[config.mk]
export PLATFORM = sky130hd
export DESIGN_NAME = canvas_reader_flat
export DESIGN_NICKNAME = d
export VERILOG_FILES = /design/src/rtl/canvas_pkg.sv /design/src/rtl/canvas_reader_if.sv /design/src/rtl/canvas_reader_fifo.sv /design/src/rtl/canvas_reader.sv /design/src/flat_wrapper.sv
export SDC_FILE = /design/constraint.sdc
export NUM_CORES = 1
export LEC_CHECK = 0
export CORE_MARGIN = 2
export CORE_UTILIZATION = 50
export CTS_BUF_LIST = sky130_fd_sc_hd__clkbuf_16
export DETAILED_ROUTE_END_ITERATION = 10
export GPL_ROUTABILITY_DRIVEN = 0
export HOLD_SLACK_MARGIN = 0.06
export PLACE_DENSITY = 0.78
export SLEW_MARGIN = 0
export SYNTH_ARGS = -nofsm -noshare
export SYNTH_HDL_FRONTEND = slang
export SYNTH_SLANG_ARGS = --single-unit
[constraint.sdc]
create_clock -name clk -period 5.7 [get_ports clk]
set_input_delay 1.14 -clock clk [delete_from_list [all_inputs] [get_ports clk]]
set_output_delay 1.14 -clock clk [all_outputs]
set_load 0.02 [all_outputs]
[src/rtl/canvas_pkg.sv]
// Shared canvas geometry, reader state encoding and address helpers.
package canvas_pkg;

  localparam int CANVAS_DIM   = 32;
  localparam int CANVAS_CELLS = CANVAS_DIM * CANVAS_DIM;
  localparam int ADDR_W       = 10;
  localparam int COORD_W      = ADDR_W / 2;

  typedef enum logic [2:0] {
    IDLE,
    ARM,
    SCAN,
    DRAIN,
    FIN
  } canvas_rd_state_t;

  // addr = {y, x}
  function automatic logic [COORD_W-1:0] addr_x(input logic [ADDR_W-1:0] addr);
    return addr[COORD_W-1:0];
  endfunction

  function automatic logic [COORD_W-1:0] addr_y(input logic [ADDR_W-1:0] addr);
    return addr[ADDR_W-1:COORD_W];
  endfunction

endpackage

[src/rtl/canvas_reader_if.sv]
// Bit-stream valid/ready interface from the canvas reader to its consumer.
interface canvas_reader_if;
  logic out_valid;
  logic out_ready;
  logic out_bit;
  logic out_last;

  modport master (output out_valid, output out_bit, output out_last, input out_ready);
  modport slave  (input out_valid, input out_bit, input out_last, output out_ready);
endinterface

[src/rtl/canvas_reader_fifo.sv]
// canvas_bit_fifo: 2-entry {last,bit} FIFO with occupancy output and synchronous flush.
module canvas_bit_fifo (
  input  logic       clk,
  input  logic       rst,
  input  logic       flush,
  input  logic       push,
  input  logic [1:0] push_data,
  input  logic       pop,
  output logic [1:0] head,
  output logic [1:0] occ
);

  logic [1:0] mem [2];
  logic       wr_ptr;
  logic       rd_ptr;
  logic       do_push;
  logic       do_pop;

  assign do_push = push && (occ != 2'd2);
  assign do_pop  = pop && (occ != 2'd0);
  assign head    = mem[rd_ptr];

  always_ff @(posedge clk) begin
    if (rst || flush) begin
      mem[0] <= '0;
      mem[1] <= '0;
      wr_ptr <= 1'b0;
      rd_ptr <= 1'b0;
      occ    <= 2'd0;
    end else begin
      if (do_push) begin
        mem[wr_ptr] <= push_data;
        wr_ptr      <= ~wr_ptr;
      end
      if (do_pop) begin
        rd_ptr <= ~rd_ptr;
      end
      occ <= occ + {1'b0, do_push} - {1'b0, do_pop};
    end
  end

endmodule

[src/rtl/canvas_reader.sv]
// Scans the 32x32 canvas in address order, streams each bit, and reports pixel count / bbox.
// Bounding-box tracking is built only when CANVAS_READER_BBOX_EN is defined.
//
// state | meaning
// IDLE  | waiting; start sets the pending flag
// ARM   | waiting for editing to drop, then clear accumulators
// SCAN  | issuing reads 0..1023, throttled by FIFO level
// DRAIN | waiting for the out_last handshake
// FIN   | latch results, pulse done
module canvas_reader
  import canvas_pkg::*;
(
  input  logic               clk,
  input  logic               rst,
  input  logic               start,
  input  logic               editing,
  output logic               rd_en,
  output logic [ADDR_W-1:0]  rd_addr,
  input  logic               rd_data,
  canvas_reader_if.master    so,
  output logic               busy,
  output logic               done,
  output logic [ADDR_W:0]    pix_count,
  output logic [COORD_W-1:0] bbox_x_min,
  output logic [COORD_W-1:0] bbox_x_max,
  output logic [COORD_W-1:0] bbox_y_min,
  output logic [COORD_W-1:0] bbox_y_max,
  output logic               empty
);

  canvas_rd_state_t  state, state_nxt;
  logic              pending;
  logic              editing_q;
  logic              inflight;
  logic              last_q;
  logic              acc_clear;
  logic              pop;
  logic [ADDR_W-1:0] addr_cnt;
  logic [ADDR_W:0]   acc_count;
  logic [1:0]        occ;
  logic [1:0]        head;
  logic [2:0]        level;

  assign so.out_valid = (occ != 2'd0);
  assign so.out_bit   = head[0];
  assign so.out_last  = head[1];
  assign pop          = so.out_valid & so.out_ready;
  assign rd_addr      = addr_cnt;

  // Occupancy after this cycle's pop, plus the read still in flight; keeps 1 bit/cycle at full rate.
  assign level = {1'b0, occ} + {2'b0, inflight} - {2'b0, pop};

  canvas_bit_fifo u_fifo (
    .clk       (clk),
    .rst       (rst),
    .flush     (acc_clear),
    .push      (inflight),
    .push_data ({last_q, rd_data}),
    .pop       (pop),
    .head      (head),
    .occ       (occ)
  );

  always_comb begin
    state_nxt = state;
    rd_en     = 1'b0;
    busy      = 1'b0;
    done      = 1'b0;
    acc_clear = 1'b0;
    case (state)
      IDLE: begin
        if (pending) state_nxt = ARM;
      end
      ARM: begin
        busy = 1'b1;
        if (!editing_q) begin
          acc_clear = 1'b1;
          state_nxt = SCAN;
        end
      end
      SCAN: begin
        busy  = 1'b1;
        rd_en = (level < 3'd2);
        if (rd_en && (addr_cnt == ADDR_W'(CANVAS_CELLS - 1))) state_nxt = DRAIN;
      end
      DRAIN: begin
        busy = 1'b1;
        if (pop && so.out_last) state_nxt = FIN;
      end
      FIN: begin
        done      = 1'b1;
        state_nxt = IDLE;
      end
      default: state_nxt = IDLE;
    endcase
  end

  always_ff @(posedge clk) begin
    if (rst) begin
      state     <= IDLE;
      pending   <= 1'b0;
      editing_q <= 1'b0;
      inflight  <= 1'b0;
      last_q    <= 1'b0;
      addr_cnt  <= '0;
    end else begin
      state     <= state_nxt;
      editing_q <= editing;
      inflight  <= rd_en;
      last_q    <= rd_en && (addr_cnt == ADDR_W'(CANVAS_CELLS - 1));
      if (state != IDLE) pending <= 1'b0;
      else if (start)    pending <= 1'b1;
      if (acc_clear)  addr_cnt <= '0;
      else if (rd_en) addr_cnt <= addr_cnt + 1'b1;
    end
  end

  always_ff @(posedge clk) begin
    if (rst || acc_clear) begin
      acc_count <= '0;
    end else if (inflight && rd_data && (acc_count != (ADDR_W+1)'(CANVAS_CELLS))) begin
      acc_count <= acc_count + 1'b1;
    end
  end

  always_ff @(posedge clk) begin
    if (rst) begin
      pix_count <= '0;
      empty     <= 1'b1;
    end else if (state == FIN) begin
      pix_count <= acc_count;
      empty     <= (acc_count == '0);
    end
  end

`ifdef CANVAS_READER_BBOX_EN
  logic [ADDR_W-1:0]  addr_q;
  logic [COORD_W-1:0] x_min_acc, x_max_acc, y_min_acc, y_max_acc;
  logic [COORD_W-1:0] cur_x, cur_y;

  assign cur_x = addr_x(addr_q);
  assign cur_y = addr_y(addr_q);

  always_ff @(posedge clk) begin
    if (rst) addr_q <= '0;
    else if (rd_en) addr_q <= addr_cnt;
  end

  always_ff @(posedge clk) begin
    if (rst || acc_clear) begin
      x_min_acc <= COORD_W'(CANVAS_DIM - 1);
      y_min_acc <= COORD_W'(CANVAS_DIM - 1);
      x_max_acc <= '0;
      y_max_acc <= '0;
    end else if (inflight && rd_data) begin
      if (cur_x < x_min_acc) x_min_acc <= cur_x;
      if (cur_x > x_max_acc) x_max_acc <= cur_x;
      if (cur_y < y_min_acc) y_min_acc <= cur_y;
      if (cur_y > y_max_acc) y_max_acc <= cur_y;
    end
  end

  // An empty scan reports a zero box rather than the inverted running extremes.
  always_ff @(posedge clk) begin
    if (rst) begin
      bbox_x_min <= '0;
      bbox_x_max <= '0;
      bbox_y_min <= '0;
      bbox_y_max <= '0;
    end else if (state == FIN) begin
      bbox_x_min <= (acc_count == '0) ? '0 : x_min_acc;
      bbox_x_max <= (acc_count == '0) ? '0 : x_max_acc;
      bbox_y_min <= (acc_count == '0) ? '0 : y_min_acc;
      bbox_y_max <= (acc_count == '0) ? '0 : y_max_acc;
    end
  end
`else
  assign bbox_x_min = '0;
  assign bbox_y_min = '0;
  assign bbox_x_max = COORD_W'(CANVAS_DIM - 1);
  assign bbox_y_max = COORD_W'(CANVAS_DIM - 1);
`endif

endmodule

[src/flat_wrapper.sv]
// flat-port wrapper written by rule: the top's interface ports become plain ports
module canvas_reader_flat import canvas_pkg::*;
  (clk, rst, start, editing, rd_en, rd_addr, rd_data, busy, done, pix_count, bbox_x_min, bbox_x_max, bbox_y_min, bbox_y_max, empty, so_out_valid, so_out_bit, so_out_last, so_out_ready);
  canvas_reader_if so_i ();
  input  logic clk;
  input  logic rst;
  input  logic start;
  input  logic editing;
  output logic rd_en;
  output logic [ADDR_W-1:0] rd_addr;
  input  logic rd_data;
  output logic busy;
  output logic done;
  output logic [ADDR_W:0] pix_count;
  output logic [COORD_W-1:0] bbox_x_min;
  output logic [COORD_W-1:0] bbox_x_max;
  output logic [COORD_W-1:0] bbox_y_min;
  output logic [COORD_W-1:0] bbox_y_max;
  output logic empty;
  output wire logic [$bits(so_i.out_valid)-1:0] so_out_valid;
  output wire logic [$bits(so_i.out_bit)-1:0] so_out_bit;
  output wire logic [$bits(so_i.out_last)-1:0] so_out_last;
  input wire logic [$bits(so_i.out_ready)-1:0] so_out_ready;
  assign so_out_valid = so_i.out_valid;
  assign so_out_bit = so_i.out_bit;
  assign so_out_last = so_i.out_last;
  assign so_i.out_ready = so_out_ready;
  canvas_reader u_core (.clk(clk), .rst(rst), .start(start), .editing(editing), .rd_en(rd_en), .rd_addr(rd_addr), .rd_data(rd_data), .so(so_i), .busy(busy), .done(done), .pix_count(pix_count), .bbox_x_min(bbox_x_min), .bbox_x_max(bbox_x_max), .bbox_y_min(bbox_y_min), .bbox_y_max(bbox_y_max), .empty(empty));
endmodule
==> results.toml, run 1 <==
[run_status]
status = "complete, no violations"

[place]
hpwl_um = 2994
dp_cells = 343
placed_area_um2 = 2596
io_buffers = 33

[synthesis]
synthFlopType = "dfxtp_1"
synth_edf_count = 4
yosysWarnings = 0
synth_cells = 269
yosysSeqAreaShare = 0.4389
synthArstFlopShare = 0
synth_area_um2 = 2326
synth_area_leaders = "dfxtp_1 (39%), buf_4 (6.5%), nand2_1 (6.5%)"
synth_largest_area_cell = "dfxtp_1"
synth-seq-cells = 49
yosysUniqueCellTypes = 45
synth_top_area_share = 0.3873
avgSynthCellArea_um2 = 8.647

[cells_and_area]
area_growth_pct = 17.48
design_area_um2 = 2733
fillers = 387
stdcell_count = 351
drive_gt1_frac = 0.04348
antenna_cells = 0
fin_nets = 311

[sta]
fmax_mhz = 203.1
fin_crit_ns = 4.924
skew_ns = 0.004618
finalSetupTns_ns = 0
rsz0062_at_grt = "false"
maxSlewViolCount = 0
setup_viol_count_final = 0
fin_crit_sh = 0.8638
worstMarginPinSlew_ns = 0.7009
slew_headroom = 0.5313
hold_viol = 0
whs_ns = 0.4527

[clock_network]
htreeDepth = 2
clk_path_buf_depth = 2
postCtsSetupBuffers = 0
cts_tree = "done"
clock-sinks = 49
cts_hold_buffers = 0
cts_buffers = 5
ctsResizeCount = 0
cts_root_buf = "clkbuf_16"
path_clk_slew_ns = 0.06
clk_latency_ns = 0.28

[grt]
globalRoute.totalOverflow = 0
antenna_found_initial = 0
first_global_vias = 1646
grt_usage = 0.1738
grt_max_degree = 27
grt_pass1_wl_um = 7182

[power_and_ir_drop]
p_comb_frac = 0.257
power_frac_clock = 0.297
p_int_mw = 0.6412
p_per_area_nw_per_um2 = 335.3
switchingPower_mw = 0.2751
swShare = 0.3003
irDropWorstVdd_uv = 145.3
pwr-share-seq = 0.446
p_leak_nw = 1.011

[drt]
drtPass1Iterations = 4
num_vias = 1840
via_per_inst = 5.242
drcViolationCount = 0
drt-initial-drc-count = 114
antenna_left = 0
wl_um = 4284
post_drt_wl_per_cell_um = 12.21

[die]
dieArea_um2 = 5214
start_util = 0.5269
fp.dieW_um = 72.21
core_um2 = 4414
fp.dieH_um = 72.21
ios = 54
rows = 24

[worst_setup_path]
cp_data_required_time_ns = 4.56
cp_max_fo = 8
critPathKind = "in -> out"
cp-start-kind = "input pin"
critPathArrivalTime_ns = 3.78
endpoint_kind = "primary output"
rr_worst_depth = 8

[hold_path]
hold_depth = 2
hold_path_class = "reg -> reg"

[flow_run]
drv_cap = 0
==> power by group through the flow <==
stage | sequential, mW | clock [mW] | combinational, mW
final | 0.408 | 0.272 | 0.236
after CTS | 0.409 | 0.277 | 0.237
after floorplan | 0.406 | 0 | 0.193
after global placement | 0.415 | 0 | 0.229
after detailed placement | 0.416 | 0 | 0.233
after global routing | 0.415 | 0.290 | 0.259
==> final timing paths <==
path | from | to | slack, ns
max | so_out_ready | rd_en | 0.78
min | u_core.pix_count[0] | u_core.pix_count[0] | 0.45
max reg2reg | u_core.u_fifo.occ[1] | u_core.rd_addr[9] | 2.84
min reg2reg | u_core.pix_count[0] | u_core.pix_count[0] | 0.45
==> metrics by stage <==
stage          worst slack [ns]    util  power (mW)
2_1_floorplan             1.849       -      0.5991
3_3_place_gp             0.8107  0.5882      0.6439
3_5_place_dp             0.7636  0.5882      0.6494
4_1_cts                  0.7591  0.6190      0.9230
5_1_grt                  0.6364  0.6190      0.9635
6_report                 0.7764  0.6190      0.9163
==> flip-flops by register name (all words and copies together), names as in the netlist, named ones only <==
name                  cells
u_core.inflight           1
u_core.editing_q          1
u_core.empty              1
u_core.u_fifo.rd_ptr      1
u_core.last_q             1
u_core.u_fifo.occ         2
u_core.rd_addr           10
u_core.state              3
u_core.acc_count         11
u_core.pix_count         11
u_core.pending            1
u_core.u_fifo.wr_ptr      1
u_core.u_fifo.mem         4
==> synthesized netlist by cell type, types with 2 or more instances <==
| library cell | count |
|---|---|
| and2_1 | 2 |
| clkbuf_1 | 7 |
| nor4b_1 | 2 |
| dfxtp_1 | 45 |
| o21a_1 | 3 |
| a21oi_1 | 16 |
| edfxtp_1 | 4 |
| xnor2_1 | 9 |
| nor2_1 | 29 |
| conb_1 | 2 |
| nand2_1 | 40 |
| nor3_1 | 8 |
| and3_1 | 3 |
| xor2_1 | 7 |
| or3_1 | 3 |
| nor4_1 | 2 |
| or4_1 | 4 |
| o21ai_0 | 5 |
| mux2_2 | 2 |
| o31ai_1 | 4 |
| nand4_1 | 3 |
| or2_2 | 2 |
| buf_4 | 20 |
| ha_1 | 6 |
| inv_1 | 9 |
| nand3_1 | 13 |
==> cell usage in the layout, fill, tap and decap left out, types with 2 or more instances in the layout <==
cell,netlist,routed
and2_1,2,2
a21oi_1,16,16
or2_2,2,2
o31ai_1,4,4
nand2_1,40,40
nand3_1,13,13
or3_1,3,3
inv_1,9,11
xnor2_1,9,9
nor3_1,8,8
nor4_1,2,2
xor2_1,7,7
o21a_1,3,3
ha_1,6,6
nand4_1,3,3
conb_1,2,20
clkbuf_16,0,5
clkdlybuf4s50_1,0,33
mux2_2,2,2
dfxtp_1,45,45
nor4b_1,2,2
edfxtp_1,4,4
nor2_1,29,29
and3_1,3,3
or4_1,4,4
o21ai_0,5,5
==> worst max-delay path, cell delays in order <==
cell and delay [ns]:
clkdlybuf4s50_1 0.48, o21a_1 0.12, ha_1 0.21, nand2b_1 0.15, fa_1 0.53, and4bb_2 0.26, nand2_1 0.20, inv_1 0.10
clkdlybuf4s50_1 0.60
==> layout make-up <==
cell class	count	area, um^2	share of cell area
Inverter	9	33.78	0.01236
Sequential cell	49	1021	0.3736
Clock buffer	5	125.1	0.04579
Clock inverter	3	11.26	0.004121
Multi-Input combinational cell	200	1146	0.4194
Tap cell	52	65.06	0.02381
Timing Repair Buffer	33	330.3	0.1209
==> kinds of logic (layout without fill, tap and decap cells) <==
kind of cell               Yosys count  in the layout  synth area share
AOI/OAI and AO/OA                   35             35           0.09253
xor gates and xnor gates            17             17           0.06724
adders and majority gates            7              7           0.04088
buffers and inverters               38             50           0.09736
DFF                                 49             49            0.4389
muxes                                3              3           0.01399
other                                2             20          0.003229
and+or+nand+nor                    118            118            0.2458
==> routing by layer <==
| metal | global-route usage | routed length [um] | vias to the layer above | share of wire |
|---|---|---|---|---|
| met3 | 0.03333 | 183 | 7 | 0.043 |
| li1 | - | - | 927 | - |
| met5 | 0 | 0 | - | 0 |
| met1 | 0.2160 | 1928 | 866 | 0.45 |
| met2 | 0.2956 | 2104 | 40 | 0.49 |
| met4 | 0.07128 | 68 | 0 | 0.016 |
(Power assumes the default switching activity.)
==> run 2, diff against run 1 <==
--- a/config.mk
+++ b/config.mk
@@ -6,13 +6,14 @@
 export NUM_CORES = 1
 export LEC_CHECK = 0
 export CORE_MARGIN = 2
-export CORE_UTILIZATION = 50
+export CORE_UTILIZATION = 23
 export CTS_BUF_LIST = sky130_fd_sc_hd__clkbuf_16
 export DETAILED_ROUTE_END_ITERATION = 10
-export GPL_ROUTABILITY_DRIVEN = 0
+export GPL_ROUTABILITY_DRIVEN = 1
 export HOLD_SLACK_MARGIN = 0.06
-export PLACE_DENSITY = 0.78
+export PLACE_DENSITY = 0.41
 export SLEW_MARGIN = 0
 export SYNTH_ARGS = -nofsm -noshare
 export SYNTH_HDL_FRONTEND = slang
 export SYNTH_SLANG_ARGS = --single-unit
+export TNS_END_PERCENT = 10
==> run 2 against run 1 <==
First-iteration DRC count down 62%. Largest cell class unchanged. Via count down 1.5%. Clock skew up 0.0021 ns. Routed wire length up 20%. Combinational power about the same. Total power up 1.7%. Maximum frequency about the same. Critical path depth unchanged.
==> results.toml, run 2 (synthesized netlist as in run 1, its figures left out) <==
[worst_setup_path]
startpoint = "so_out_ready"
cp-start-kind = "input pin"
critPathKind = "in -> out"
rr_worst_depth = 8
critPathArrivalTime_ns = 3.79
cp_max_fo = 8
cp_data_required_time_ns = 4.56
reg2reg_to = "u_core.rd_addr[9]"
endpoint_kind = "primary output"
r2r_slack_ns = 2.81
r2r_start = "u_core.u_fifo.occ[1]"

[place]
dp_cells = 424
post-place-ws_ns = 0.7503
io_buffers = 33
hpwl_um = 3633
gp_congestion = 0.7913

[clock_network]
clk_path_buf_depth = 2
clock-sinks = 49
path_clk_slew_ns = 0.07
postCtsSetupBuffers = 0
clk_latency_ns = 0.29
cts_hold_buffers = 0
cts_buffers = 5
cts_tree = "done"
ctsResizeCount = 0
cts_root_buf = "clkbuf_16"
htreeDepth = 2

[sta]
finalSetupTns_ns = 0
skew_ns = 0.006724
maxSlewViolCount = 0
fmax_mhz = 202.9
whs_ns = 0.4553
fin_ws_ns = 0.7717
setup_viol_count_final = 0
slew_headroom = 0.5202
rsz0062_at_grt = "false"
worstMarginPinSlew_ns = 0.7174
fin_crit_sh = 0.8646
fin_crit_ns = 4.928
hold_viol = 0

[die]
fp.dieH_um = 104.6
fp.dieW_um = 104.6
ios = 54
dieArea_um2 = 10930
core_um2 = 9774
rows = 36
start_util = 0.2380

[run_status]
status = "complete, no violations"

[cells_and_area]
antenna_cells = 0
layout_common_cells = "dfxtp_1 (45), nand2_1 (40), clkdlybuf4s50_1 (33)"
stdcell_count = 432
area_growth_pct = 21.89
fin_nets = 311
mostFrequentLayoutCell = "dfxtp_1"
drive_gt1_frac = 0.04682

[drt]
drt-initial-drc-count = 43
num_vias = 1812
drcViolationCount = 0
wl_met1_um = 2517
via_per_inst = 4.194
wl_met3_um = 224
post_drt_wl_per_cell_um = 11.92
wl_met2_um = 2345
wl_um = 5150
antenna_left = 0
drtPass1Iterations = 4
top_layer = "met4"

[grt]
grt_pass1_wl_um = 8535
grt_usage = 0.09653
antenna_found_initial = 0
globalRoute.totalOverflow = 0
first_global_vias = 1686
grt_max_degree = 27

[power_and_ir_drop]
p_per_area_nw_per_um2 = 328.6
switchingPower_mw = 0.2896
p_leak_nw = 1.006
p_comb_frac = 0.253
irDropWorstVdd_uv = 107.7
pwr-share-seq = 0.441
p_total_mw = 0.9317
p_int_mw = 0.6421
swShare = 0.3108
power_frac_clock = 0.306

[hold_path]
min_to = "u_core.pix_count[10]"
hold_depth = 2
hold_path_class = "reg -> reg"
min_from = "u_core.pix_count[10]"

[flow_run]
drv_cap = 0
-- run 2: changes by cell type in the layout (fill, tap and decap cells not counted) --
cell,before,now
inv_1,11,9
clkinv_1,1,2
clkinv_2,0,1
-- run 2: final cells by class --
type                    instances  area [um^2]
inverters                       9        33.78
well taps                     133        166.4
fillers                      1050         6939
multi-input cells             200         1146
flip-flops and latches         49         1021
clock inverters                 3        12.51
repair buffers                 33        330.3
clock buffers                   5        125.1
-- run 2: metal layers --
| layer | up-vias | track usage |
|---|---|---|
| met3 | 4 | 0.01747 |
| met4 | 0 | 0.04054 |
| met1 | 834 | 0.1281 |
| li1 | 934 | - |
| met2 | 40 | 0.1536 |
| met5 | - | 0 |
-- run 2: power groups by stage --
| stage | combinational, mW | clock (mW) | sequential, mW |
|---|---|---|---|
| 6_report | 0.236 | 0.285 | 0.411 |
| 3_5_place_dp | 0.240 | 0 | 0.419 |
| 5_1_grt | 0.263 | 0.310 | 0.417 |
| 3_3_place_gp | 0.238 | 0 | 0.419 |
| 2_1_floorplan | 0.193 | 0 | 0.406 |
| 4_1_cts | 0.242 | 0.296 | 0.411 |
-- run 2: critical path, stage by stage --
cell and delay (ns):
clkdlybuf4s50_1 0.48, o21a_1 0.13, ha_1 0.21, nand2b_1 0.16, fa_1 0.52, and4bb_2 0.26, nand2_1 0.19, inv_1 0.10
clkdlybuf4s50_1 0.60
-- run 2: how the worst max path moves through the flow --
stage	depth (start not counted)	to
floorplan	7	rd_en
global placement	9	rd_en
detailed placement	9	rd_en
CTS	9	rd_en
global route	9	rd_en
finish	9	rd_en
-- run 2: stage by stage --
stage	cell area (um^2)	utilization
after global routing	2835	0.2901
after global placement	2698	0.2760
after CTS	2835	0.2901
final	2835	0.2901
after floorplan	2394	-
after detailed placement	2698	0.2760
==> run 3, diff against run 2 <==
--- a/config.mk
+++ b/config.mk
@@ -10,6 +10,7 @@
 export CTS_BUF_LIST = sky130_fd_sc_hd__clkbuf_16
 export DETAILED_ROUTE_END_ITERATION = 10
 export GPL_ROUTABILITY_DRIVEN = 1
+export GPL_TIMING_DRIVEN = 0
 export HOLD_SLACK_MARGIN = 0.06
 export PLACE_DENSITY = 0.41
 export SLEW_MARGIN = 0
==> run 3 against run 2 <==
Routed wire length increased by 4.5%. Design area increased by 7.3%. Clock skew increased by 0.00091 ns. Via count increased by 5.8%. Largest cell class unchanged. Highest routed layer unchanged.
==> results.toml, run 3 (synthesized netlist as in run 1, its figures left out) <==
[clock_network]
path_clk_slew_ns = 0.06
clk_path_buf_depth = 2
htreeDepth = 2
clock-sinks = 49
postCtsSetupBuffers = 0
clk_latency_ns = 0.29
cts_hold_buffers = 0
cts_root_buf = "clkbuf_16"
cts_buffers = 5
ctsResizeCount = 0
cts_tree = "done"

[sta]
worstMarginPinSlew_ns = 0.6059
fin_crit_ns = 5.024
rsz0062_at_grt = "false"
slew_headroom = 0.5961
hold_viol = 0
skew_ns = 0.007636
fmax_mhz = 199.1
setup_viol_count_final = 0
finalSetupTns_ns = 0
fin_crit_sh = 0.8814
maxSlewViolCount = 0

[die]
rows = 36
fp.dieH_um = 104.6
fp.dieW_um = 104.6
dieArea_um2 = 10930
core_um2 = 9774
ios = 54
start_util = 0.2380

[place]
gp_congestion = 0.7917
io_buffers = 32
dp_cells = 452
hpwl_um = 3976

[worst_setup_path]
rr_worst_depth = 8
cpPeakStageDelay_ns = 0.60
critPathArrivalTime_ns = 3.88
endpoint_kind = "primary output"
cpMostUsedCell = "clkdlybuf4s50_1"
crit_chain = "clkdlybuf4s50_1, o21a_1, ha_1, nand2b_1, fa_1, and4bb_2, nand2_1, inv_1, clkdlybuf4s50_1"
cp_slowest_cell = "clkdlybuf4s50_1"
cp_max_fo = 8
critPathKind = "in -> out"
cp_data_required_time_ns = 4.56
cp-start-kind = "input pin"

[drt]
num_vias = 1917
drt-initial-drc-count = 55
wl_um = 5382
post_drt_wl_per_cell_um = 11.70
drtPass1Iterations = 4
antenna_left = 0
via_per_inst = 4.167
drcViolationCount = 0

[cells_and_area]
drive_gt1_frac = 0.1101
stdcell_count = 460
area_growth_pct = 30.82
antenna_cells = 0
layout_common_cells = "dfxtp_1 (45), nand2_1 (40), clkdlybuf4s50_1 (32)"
fillers = 1046
mostFrequentLayoutCell = "dfxtp_1"
fin_nets = 339

[flow_run]
drv_cap = 0

[power_and_ir_drop]
irDropWorstVdd_uv = 116.8
p_total_mw = 0.9987
p_leak_nw = 1.132
p_per_area_nw_per_um2 = 328.2

[grt]
grt_pass1_wl_um = 8956
grt_max_degree = 15
antenna_found_initial = 0
globalRoute.totalOverflow = 0
grt_usage = 0.1011
first_global_vias = 1820

[run_status]
status = "complete, no violations"

[hold_path]
hold_depth = 2
hold_path_class = "reg -> reg"
run 3: cell count changes in the layout (fill, tap and decap cells not counted):
cell             previous run  this run
clkdlybuf4s50_1            33        32
buf_4                       0        20
buf_6                       0         1
buf_2                       0         1
clkinv_1                    2         1
clkinv_2                    1         0
bufinv_16                   0         1
clkbuf_1                    0         7
inv_1                       9        10
run 3: metrics by stage:
stage	area (um^2)	setup WS [ns]	hold slack [ns]	utilization
2_1_floorplan	2394	1.849	0.4614	-
5_1_grt	3043	0.4677	0.4848	0.3113
6_report	3043	0.6762	0.4540	0.3113
3_3_place_gp	2880	0.6764	0.4494	0.2947
3_5_place_dp	2880	0.6675	0.4494	0.2947
4_1_cts	3043	0.6492	0.4584	0.3113
run 3: worst max-delay path: cells and delay by family:
kind / cells / cell delay (ns)
buffers and inverters: 3 / 1.19
adder cells (fa/ha/maj): 2 / 0.74
AND/OR/NAND/NOR: 3 / 0.67
AO/OA/AOI/OAI: 1 / 0.12
run 3: path summary, 6_finish.rpt:
kind | to | from | slack (ns)
worst min-delay path | u_core.pix_count[10] | u_core.pix_count[10] | 0.45
worst min register to register | u_core.pix_count[10] | u_core.pix_count[10] | 0.45
worst max-delay path | rd_en | so_out_ready | 0.68
worst max register to register | u_core.rd_addr[9] | u_core.u_fifo.occ[1] | 2.78
run 3: layout make-up:
| cell class | count | area (um^2) | share of cell area |
|---|---|---|---|
| Sequential cell | 49 | 1021 | 0.3355 |
| Tap cell | 133 | 166.4 | 0.05469 |
| Timing Repair Buffer | 32 | 320.3 | 0.1053 |
| Buffer | 29 | 192.7 | 0.06332 |
| Clock inverter | 3 | 37.54 | 0.01234 |
| Clock buffer | 5 | 125.1 | 0.04112 |
| Inverter | 9 | 33.78 | 0.01110 |
| Multi-Input combinational cell | 200 | 1146 | 0.3766 |
run 3: routing by layer:
layer | vias to the layer above | part of all wire | track usage
met5 | - | 0 | 0
met4 | 0 | 0.016 | 0.03764
met3 | 6 | 0.041 | 0.02121
met2 | 42 | 0.45 | 0.1615
met1 | 881 | 0.49 | 0.1337
li1 | 988 | - | -
run 3: report_power, final:
group	switching [mW]	internal [mW]
Sequential	0.0280	0.375
Clock	0.124	0.204
Combinational	0.145	0.123
